[src/rtl/frame_scheduler.sv]
// frame_scheduler: walks an utterance held in sample memory as overlapping
// frames (FRAME_LEN samples, starting every HOP samples). A frame is issued
// only after the upstream writer has filled all of its samples. Addresses
// leave one per cycle under a valid/ready handshake.
//
// Ports
//   clk         rising-edge clock
//   rst         synchronous reset, active low
//   start       begin one schedule (sampled only while idle)
//   wr_cnt      samples already written to sample memory
//   rd_ready    downstream accepts the current address
//   rd_en       rd_addr valid
//   rd_addr     sample memory read address
//   frame_idx   index of the frame being issued
//   frame_first rd_en on offset 0 of a frame
//   frame_last  rd_en on offset FRAME_LEN-1 of a frame
//   busy        schedule in progress (any state but IDLE)
//   done        one-cycle pulse after the last frame's final address
module frame_scheduler #(
  parameter  int TOTAL_DATA = 15104,
  parameter  int FRAME_LEN  = 512,
  parameter  int HOP        = 128,
  localparam int NUM_FRAMES = (TOTAL_DATA - FRAME_LEN) / HOP + 1,
  localparam int AW         = $clog2(TOTAL_DATA),
  localparam int CW         = $clog2(TOTAL_DATA + 1),
  localparam int FW         = $clog2(NUM_FRAMES)
) (
  input  logic          clk,
  input  logic          rst,
  input  logic          start,
  input  logic [CW-1:0] wr_cnt,
  input  logic          rd_ready,
  output logic          rd_en,
  output logic [AW-1:0] rd_addr,
  output logic [FW-1:0] frame_idx,
  output logic          frame_first,
  output logic          frame_last,
  output logic          busy,
  output logic          done
);

  localparam int              OW       = (FRAME_LEN > 1) ? $clog2(FRAME_LEN) : 1;
  localparam logic [OW-1:0]   OFF_LAST = OW'(FRAME_LEN - 1);
  localparam logic [FW-1:0]   FRM_LAST = FW'(NUM_FRAMES - 1);
  localparam logic [AW-1:0]   HOP_A    = AW'(HOP);
  localparam logic [CW:0]     LEN_C    = (CW+1)'(FRAME_LEN);

  typedef enum logic [1:0] {IDLE, WAIT, ISSUE, DONE} state_t;

  state_t        state_q;
  logic [AW-1:0] base_q;
  logic [OW-1:0] offset_q;
  logic          rd_en_q;
  logic [AW-1:0] rd_addr_q;
  logic [FW-1:0] frame_idx_q;
  logic          frame_first_q;
  logic          frame_last_q;
  logic          busy_q;
  logic          done_q;

  // One extra bit so base+FRAME_LEN can never wrap in the fill compare.
  logic [CW:0] need_d;
  logic        fill_ok_d;
  assign need_d    = (CW+1)'(base_q) + LEN_C;
  assign fill_ok_d = {1'b0, wr_cnt} >= need_d;

  always_ff @(posedge clk) begin
    if (!rst) begin
      state_q       <= IDLE;
      base_q        <= '0;
      offset_q      <= '0;
      rd_en_q       <= 1'b0;
      rd_addr_q     <= '0;
      frame_idx_q   <= '0;
      frame_first_q <= 1'b0;
      frame_last_q  <= 1'b0;
      busy_q        <= 1'b0;
      done_q        <= 1'b0;
    end else begin
      case (state_q)
        IDLE: begin
          if (start) begin
            state_q     <= WAIT;
            busy_q      <= 1'b1;
            base_q      <= '0;
            offset_q    <= '0;
            frame_idx_q <= '0;
          end
        end
        WAIT: begin
          // wr_cnt is only looked at here; once a frame is issuing, the
          // writer going backwards cannot disturb it.
          if (fill_ok_d) begin
            state_q       <= ISSUE;
            rd_en_q       <= 1'b1;
            rd_addr_q     <= base_q;
            frame_first_q <= 1'b1;
            frame_last_q  <= (OFF_LAST == '0);
          end
        end
        ISSUE: begin
          if (rd_ready) begin
            frame_first_q <= 1'b0;
            if (offset_q != OFF_LAST) begin
              // rd_addr tracks base+offset incrementally
              offset_q     <= offset_q + 1'b1;
              rd_addr_q    <= rd_addr_q + 1'b1;
              frame_last_q <= (offset_q == OFF_LAST - 1'b1);
            end else begin
              rd_en_q      <= 1'b0;
              frame_last_q <= 1'b0;
              offset_q     <= '0;
              if (frame_idx_q != FRM_LAST) begin
                // back through WAIT guarantees an idle cycle between frames
                base_q      <= base_q + HOP_A;
                frame_idx_q <= frame_idx_q + 1'b1;
                state_q     <= WAIT;
              end else begin
                state_q <= DONE;
                done_q  <= 1'b1;
              end
            end
          end
        end
        DONE: begin
          done_q  <= 1'b0;
          busy_q  <= 1'b0;
          state_q <= IDLE;
        end
        default: state_q <= IDLE;
      endcase
    end
  end

  assign rd_en       = rd_en_q;
  assign rd_addr     = rd_addr_q;
  assign frame_idx   = frame_idx_q;
  assign frame_first = frame_first_q;
  assign frame_last  = frame_last_q;
  assign busy        = busy_q;
  assign done        = done_q;

endmodule

[config.mk]
export PLATFORM = sky130hd
export DESIGN_NAME = frame_scheduler
export DESIGN_NICKNAME = d
export VERILOG_FILES = /design/src/rtl/frame_scheduler.sv
export SDC_FILE = /design/constraint.sdc
export NUM_CORES = 1
export LEC_CHECK = 0
export BUFFER_PORTS_ARGS = -buffer_cell sky130_fd_sc_hd__buf_4
export CORE_ASPECT_RATIO = 2
export CORE_UTILIZATION = 34
export DETAILED_ROUTE_END_ITERATION = 6
export PLACE_DENSITY = 0.6
export RECOVER_POWER = 100
export SLEW_MARGIN = 20
export SYNTH_ARGS = -nofsm -noshare
export SYNTH_HDL_FRONTEND = slang
export SYNTH_SLANG_ARGS = --single-unit
[constraint.sdc]
create_clock -name clk -period 2.6 [get_ports clk]
set_input_delay 0.39 -clock clk [delete_from_list [all_inputs] [get_ports clk]]
set_output_delay 0.39 -clock clk [all_outputs]
set_load 0.01 [all_outputs]
; Yosys cells after proc, flatten, opt, wreduce, memory -nomap -nowiden
; Index checks and enable logic that the tools add are counted.
[totals]
ff_bits = 51
in_bits = 18
out_inout_bits = 26
word_cells = 82
[classes]
add_sub_neg = 5
magnitude_cmp = 1
n_eq_ne = 13
n_mux = 40
n_reduce_logical = 13
[ops]
columns = cell, n
row1 = $mux 14, 7
row2 = $pmux 14 s2, 2
row3 = $mux 7, 4
row4 = $mux 9, 3
row5 = $pmux 9 s2, 1
row6 = $reduce_and 4->1, 4
row7 = $add 14x10->15 const B, 1
row8 = $ge 14x15->1, 1
row9 = $add 14x1->14 const B, 1
row10 = $add 14x8->14 const B, 1
row11 = $ne 2x2->1 const B, 7
row12 = $pmux 7 s2, 1
row13 = $mux 1, 11
row14 = $mux 2, 5
row15 = $pmux 1 s2, 5
row16 = $add 9x1->9 const B, 1
row17 = $eq 9x9->1 const B, 1
row18 = $ne 9x9->1 const B, 1
row19 = $pmux 2 s4, 1
row20 = $reduce_bool 2->1, 4
row21 = $add 7x1->7 const B, 1
row22 = $ne 7x7->1 const B, 1
row23 = $reduce_and 3->1, 2
row24 = $reduce_and 5->1, 1
row25 = 4 further kinds, 5

; Logic depth before layout (Yosys ltp)
[depth]
word_depth = 5
ltp_mapped = 9

; Least setup slack after synthesis
; OpenSTA, ideal clock, no wires.
[synth_path]
path_kind = flip-flop to flip-flop
start = register base_q[9]
end = register rd_addr_q[13] (netlist: rd_addr[13])
arrival_time_ns = 2.299
path_slack_ns = 0.183
path_stages_with_launch = 10
n_path_buf = 0
synth_period_minus_slack_ns = 2.417
path_cell_list = dfxtp_1 -> ha_1 -> nand3_1 -> xor2_1 -> ha_1 -> nand3_1 -> and4b_1 -> o31ai_4 -> nand2_2 -> a32o_1
[synth_between]
elab_chain_cells = 4
[synth_rtl]
columns = element, line_no
row1 = start: declaration, 51  ; logic [AW-1:0] base_q;
row2 = start signal: assignment, 115  ; base_q <= base_q + HOP_A;
row3 = $add 14x10->15, 64  ; assign need_d = (CW+1)'(base_q) + LEN_C;
row4 = $ge 14x15->1, 65  ; assign fill_ok_d = {1'b0, wr_cnt} >= need_d;
row5 = $ne 2x2->1 (no line), --
row6 = $reduce_and 4->1 (no line), --
row7 = end signal: assignment, 96  ; rd_addr_q <= base_q;
row8 = end signal: assignment, 107  ; rd_addr_q <= rd_addr_q + 1'b1;
row9 = end: declaration, 54  ; logic [AW-1:0] rd_addr_q;
; No other way between the ends.
; A chain may end at the register's enable or synchronous reset.

; Final worst setup path
[layout_path]
start = register base_q[9]
end = register rd_addr_q[7] (netlist: rd_addr[7])
; The elaborated chain is that of the path after synthesis.

==> qor.csv <==
stage;metric;value;unit
final_layout;most frequent cells in the layout;44 x dfxtp_1, 30 x nor2_1, 30 x clkbuf_1;
die;Ports;44;
synthesis;Post-synth EDFFs;0;
worst_setup_path;Critical Path RT;2.78;ns
sta;Final Hold Viols;0;
worst_setup_path;CP Max Fanout;6;
clock_tree;Clock Pin Slew Worst Setup and Hold Paths;0.06;ns
sta;RSZ-0062 raised after global routing;no;
synthesis;ys flop type;dfxtp_1;
die;Core ar.;0.00721;sq mm
sta;final slew viol count;0;
die;Die Y;124;um
worst_setup_path;Crit path max-delay family;compound AO/OA/AOI/OAI gates;
global_routing;initial antenna violation count;0;
placement;GPL Wtd Cong;0.796;
synthesis;area share of the largest cell type after synthesis;34.9;%
pwr;Pwr Density;489;mW/mm^2
placement;Port Buffers;43;
worst_setup_path;CP Launch Type;flip-flop;
clock_tree;CTS sink count;44;
worst_setup_path;Arr. time, crit path;2.63;ns
clock_tree;clock buffer depth;2;
synthesis;post-synthesis async set-or-reset flop share;0;%
worst_setup_path;slowest CP cell;a31oi_1;
status;outcome;complete, no violations;
worst_setup_path;crit-path cells;ha_1 -> nand3_1 -> xor2_1 -> ha_1 -> nand3_1 -> a31oi_1 -> o31a_2 -> o21ai_0 -> a32o_1;
job;max cap viols;0;
global_routing;first-pass GRT wire length;11800;um
sta;worst setup margin;0.152;ns
clock_tree;CTS H-tree lvls;2;
synthesis;Mapped Cells;304;
final_layout;Syn-to-layout area delta;21.6;%
route;total routed wirelength;7050;um
worst_setup_path;Max stage delay on crit path;0.36;ns
worst_setup_path;Crit. End Element;flip-flop;
sta;setup TNS;0;ns
route;initial DRC count;69;
final_layout;most common cell after layout, fill and taps aside;dfxtp_1;
worst_setup_path;Crit Path Category;flip-flop to flip-flop;
synthesis;Syn. warnings;0;
die;Initial Utilization;35.0;%
global_routing;total grt overflow;0;
synthesis;Seq/Total Area, Yosys;34.9;%
synthesis;area leader, netlist;dfxtp_1;
route;DR vias/cell;5.51;
placement;detailed placement HPWL;5310;um
sta;Clock Skew;0.00483;ns
die;Rows;44;
placement;dpl ws;0.0999;ns
route;drt wl/cell;15.6;um
sta;Worst-Margin Slew;0.721;ns
clock_tree;TritonCTS buffer count;5;
die;die width;62.9;um
route;Antenna Nets Post-Route;0;
global_routing;via count of the first global-routing pass;2458;
clock_tree;root buffer cell;clkbuf_16;
final_layout;Diodes inserted;0;
synthesis;syn nets;337;
sta;fmax;408;MHz
synthesis;library cells used by synthesis;49;
worst_setup_path;CP bufs+invs;0;
synthesis;mapped cell area;0.00252;sq mm
sta;crit share post-route;94.2;%
final_layout;non-filler cells, final;451;
route;drt pass-1 iters;4;
pwr;Leakage;1.10;nW
route;Vias;2484;
sta;Final min period;2.45;ns
die;die area;0.00780;sq mm
placement;post-placement cell count;444;
global_routing;GRT Util Overall;19.4;%
route;detailed-route DRC error count;0;
pwr;worst ir drop on vdd;342;uV
clock_tree;CTS tree;done;
synthesis;Mapped Avg Cell Area;8.31;sq um
synthesis;FF+latch count, synth;44;
final_layout;fin nets;392;
hold_path;HP Class;flip-flop to flip-flop;
synthesis;Synth area leaders;dfxtp_1 35%, ha_1 7.4%, nor2_1 4.6%, a21oi_1 4.6%, xnor2_1 4.2%;
sta;Slew headroom;51.5;%
sta;# setup viols final;0;
final_layout;layout cells sized above 1;13.1;%
clock_tree;Worst-Skew Late Latency;0.29;ns
global_routing;largest net degree at the start of global routing;20;
cell usage after synthesis, drive strengths merged, types with 2 or more instances:
| master | number |
|---|---|
| o21a | 2 |
| nand2 | 28 |
| a21o | 3 |
| ha | 15 |
| o2111ai | 3 |
| buf | 5 |
| o31ai | 3 |
| dfxtp | 44 |
| o21ai | 13 |
| clkbuf | 7 |
| nand4b | 3 |
| a31oi | 7 |
| a22oi | 5 |
| a21oi | 23 |
| nand4 | 11 |
| xnor2 | 12 |
| mux2i | 2 |
| nor3 | 6 |
| o32ai | 4 |
| or3 | 2 |
| inv | 10 |
| a32o | 4 |
| and3 | 7 |
| a211oi | 8 |
| nor2 | 31 |
| o211ai | 2 |
| nand2b | 5 |
| nor4 | 4 |
| xor2 | 7 |
| and2 | 5 |
| a311oi | 2 |
| nand3 | 12 |
flip-flops by register name, summed over array words and instances (netlist names):
signal / flops
rd_addr: 14
busy: 1
frame_first: 1
offset_q: 9
state_q: 2
frame_idx: 7
rd_en: 1
done: 1
frame_last: 1
base_q: 7
cell families (layout without fill, tap and decap cells):
family | count (synthesis) | count (layout) | synth area share (%)
compound gates | 81 | 81 | 22.6
xor+xnor | 19 | 19 | 6.59
fa+ha+maj | 15 | 15 | 7.43
buf+inv | 23 | 78 | 3.67
flops | 44 | 44 | 34.9
mux | 2 | 2 | 0.793
simple gates | 120 | 120 | 24.0
area by class of cell:
class                           instances  area [sq um]
Multi-Input combinational cell        237          1560
Tap cell                               92           115
Sequential cell                        44           881
Fill cell                             768          4140
Clock buffer                            5           125
Inverter                               11          41.3
Timing Repair Buffer                   60           338
Clock inverter                          2          12.5
worst min-delay path, delay by kind of cell (launching register included):
family,cells,cell delay (ns)
flip-flops,1,0.32
AND/OR/NAND/NOR,1,0.05
AO/OA/AOI/OAI,1,0.05
layer usage:
layer	part of all wire, %	track usage (%)	vias up
li1	-	-	1229
met1	38	19.7	1159
met2	54	36.0	71
met3	3.2	2.47	25
met4	4.8	13.4	0
met5	0	0	-
through the flow:
stage | area [sq um] | power (W) | utilization (%) | hold slack [ns]
finish | 3070 | 0.00150 | 42.6 | 0.462
global route | 3070 | 0.00156 | 42.6 | 0.488
CTS | 3180 | 0.00152 | 44.0 | 0.464
detailed placement | 3040 | 0.000908 | 42.1 | 0.462
global placement | 3040 | 0.000905 | 42.1 | 0.456
floorplan | 2520 | 0.000823 | - | 0.463
path summary, 6_finish.rpt:
check                                       startpoint                 endpoint  slack (ns)  cells past startpoint
worst max-delay path            base_q[9]$_SDFFE_PN0P_  rd_addr[7]$_SDFFE_PN0P_        0.15                      9
worst min-delay path                rd_en$_SDFFE_PN0P_       rd_en$_SDFFE_PN0P_        0.46                      2
worst max register to register  base_q[9]$_SDFFE_PN0P_  rd_addr[7]$_SDFFE_PN0P_        0.15                      9
worst min register to register      rd_en$_SDFFE_PN0P_       rd_en$_SDFFE_PN0P_        0.46                      2
repair_timing:
action	in CTS	in global routing
gates resized for setup	0	3
buffers inserted	0	0
endpoints found under the setup margin	0	5
hold buffers	0	0
report_power, final:
group | internal, W | leakage, nW | switching, W
clock | 0.000349 | 0.0657 | 0.000268
sequential | 0.000685 | 0.356 | 0.0000118
combinational | 0.0000743 | 0.675 | 0.000114
total | 0.00111 | 1.10 | 0.000394
(Power assumes the default switching activity.)
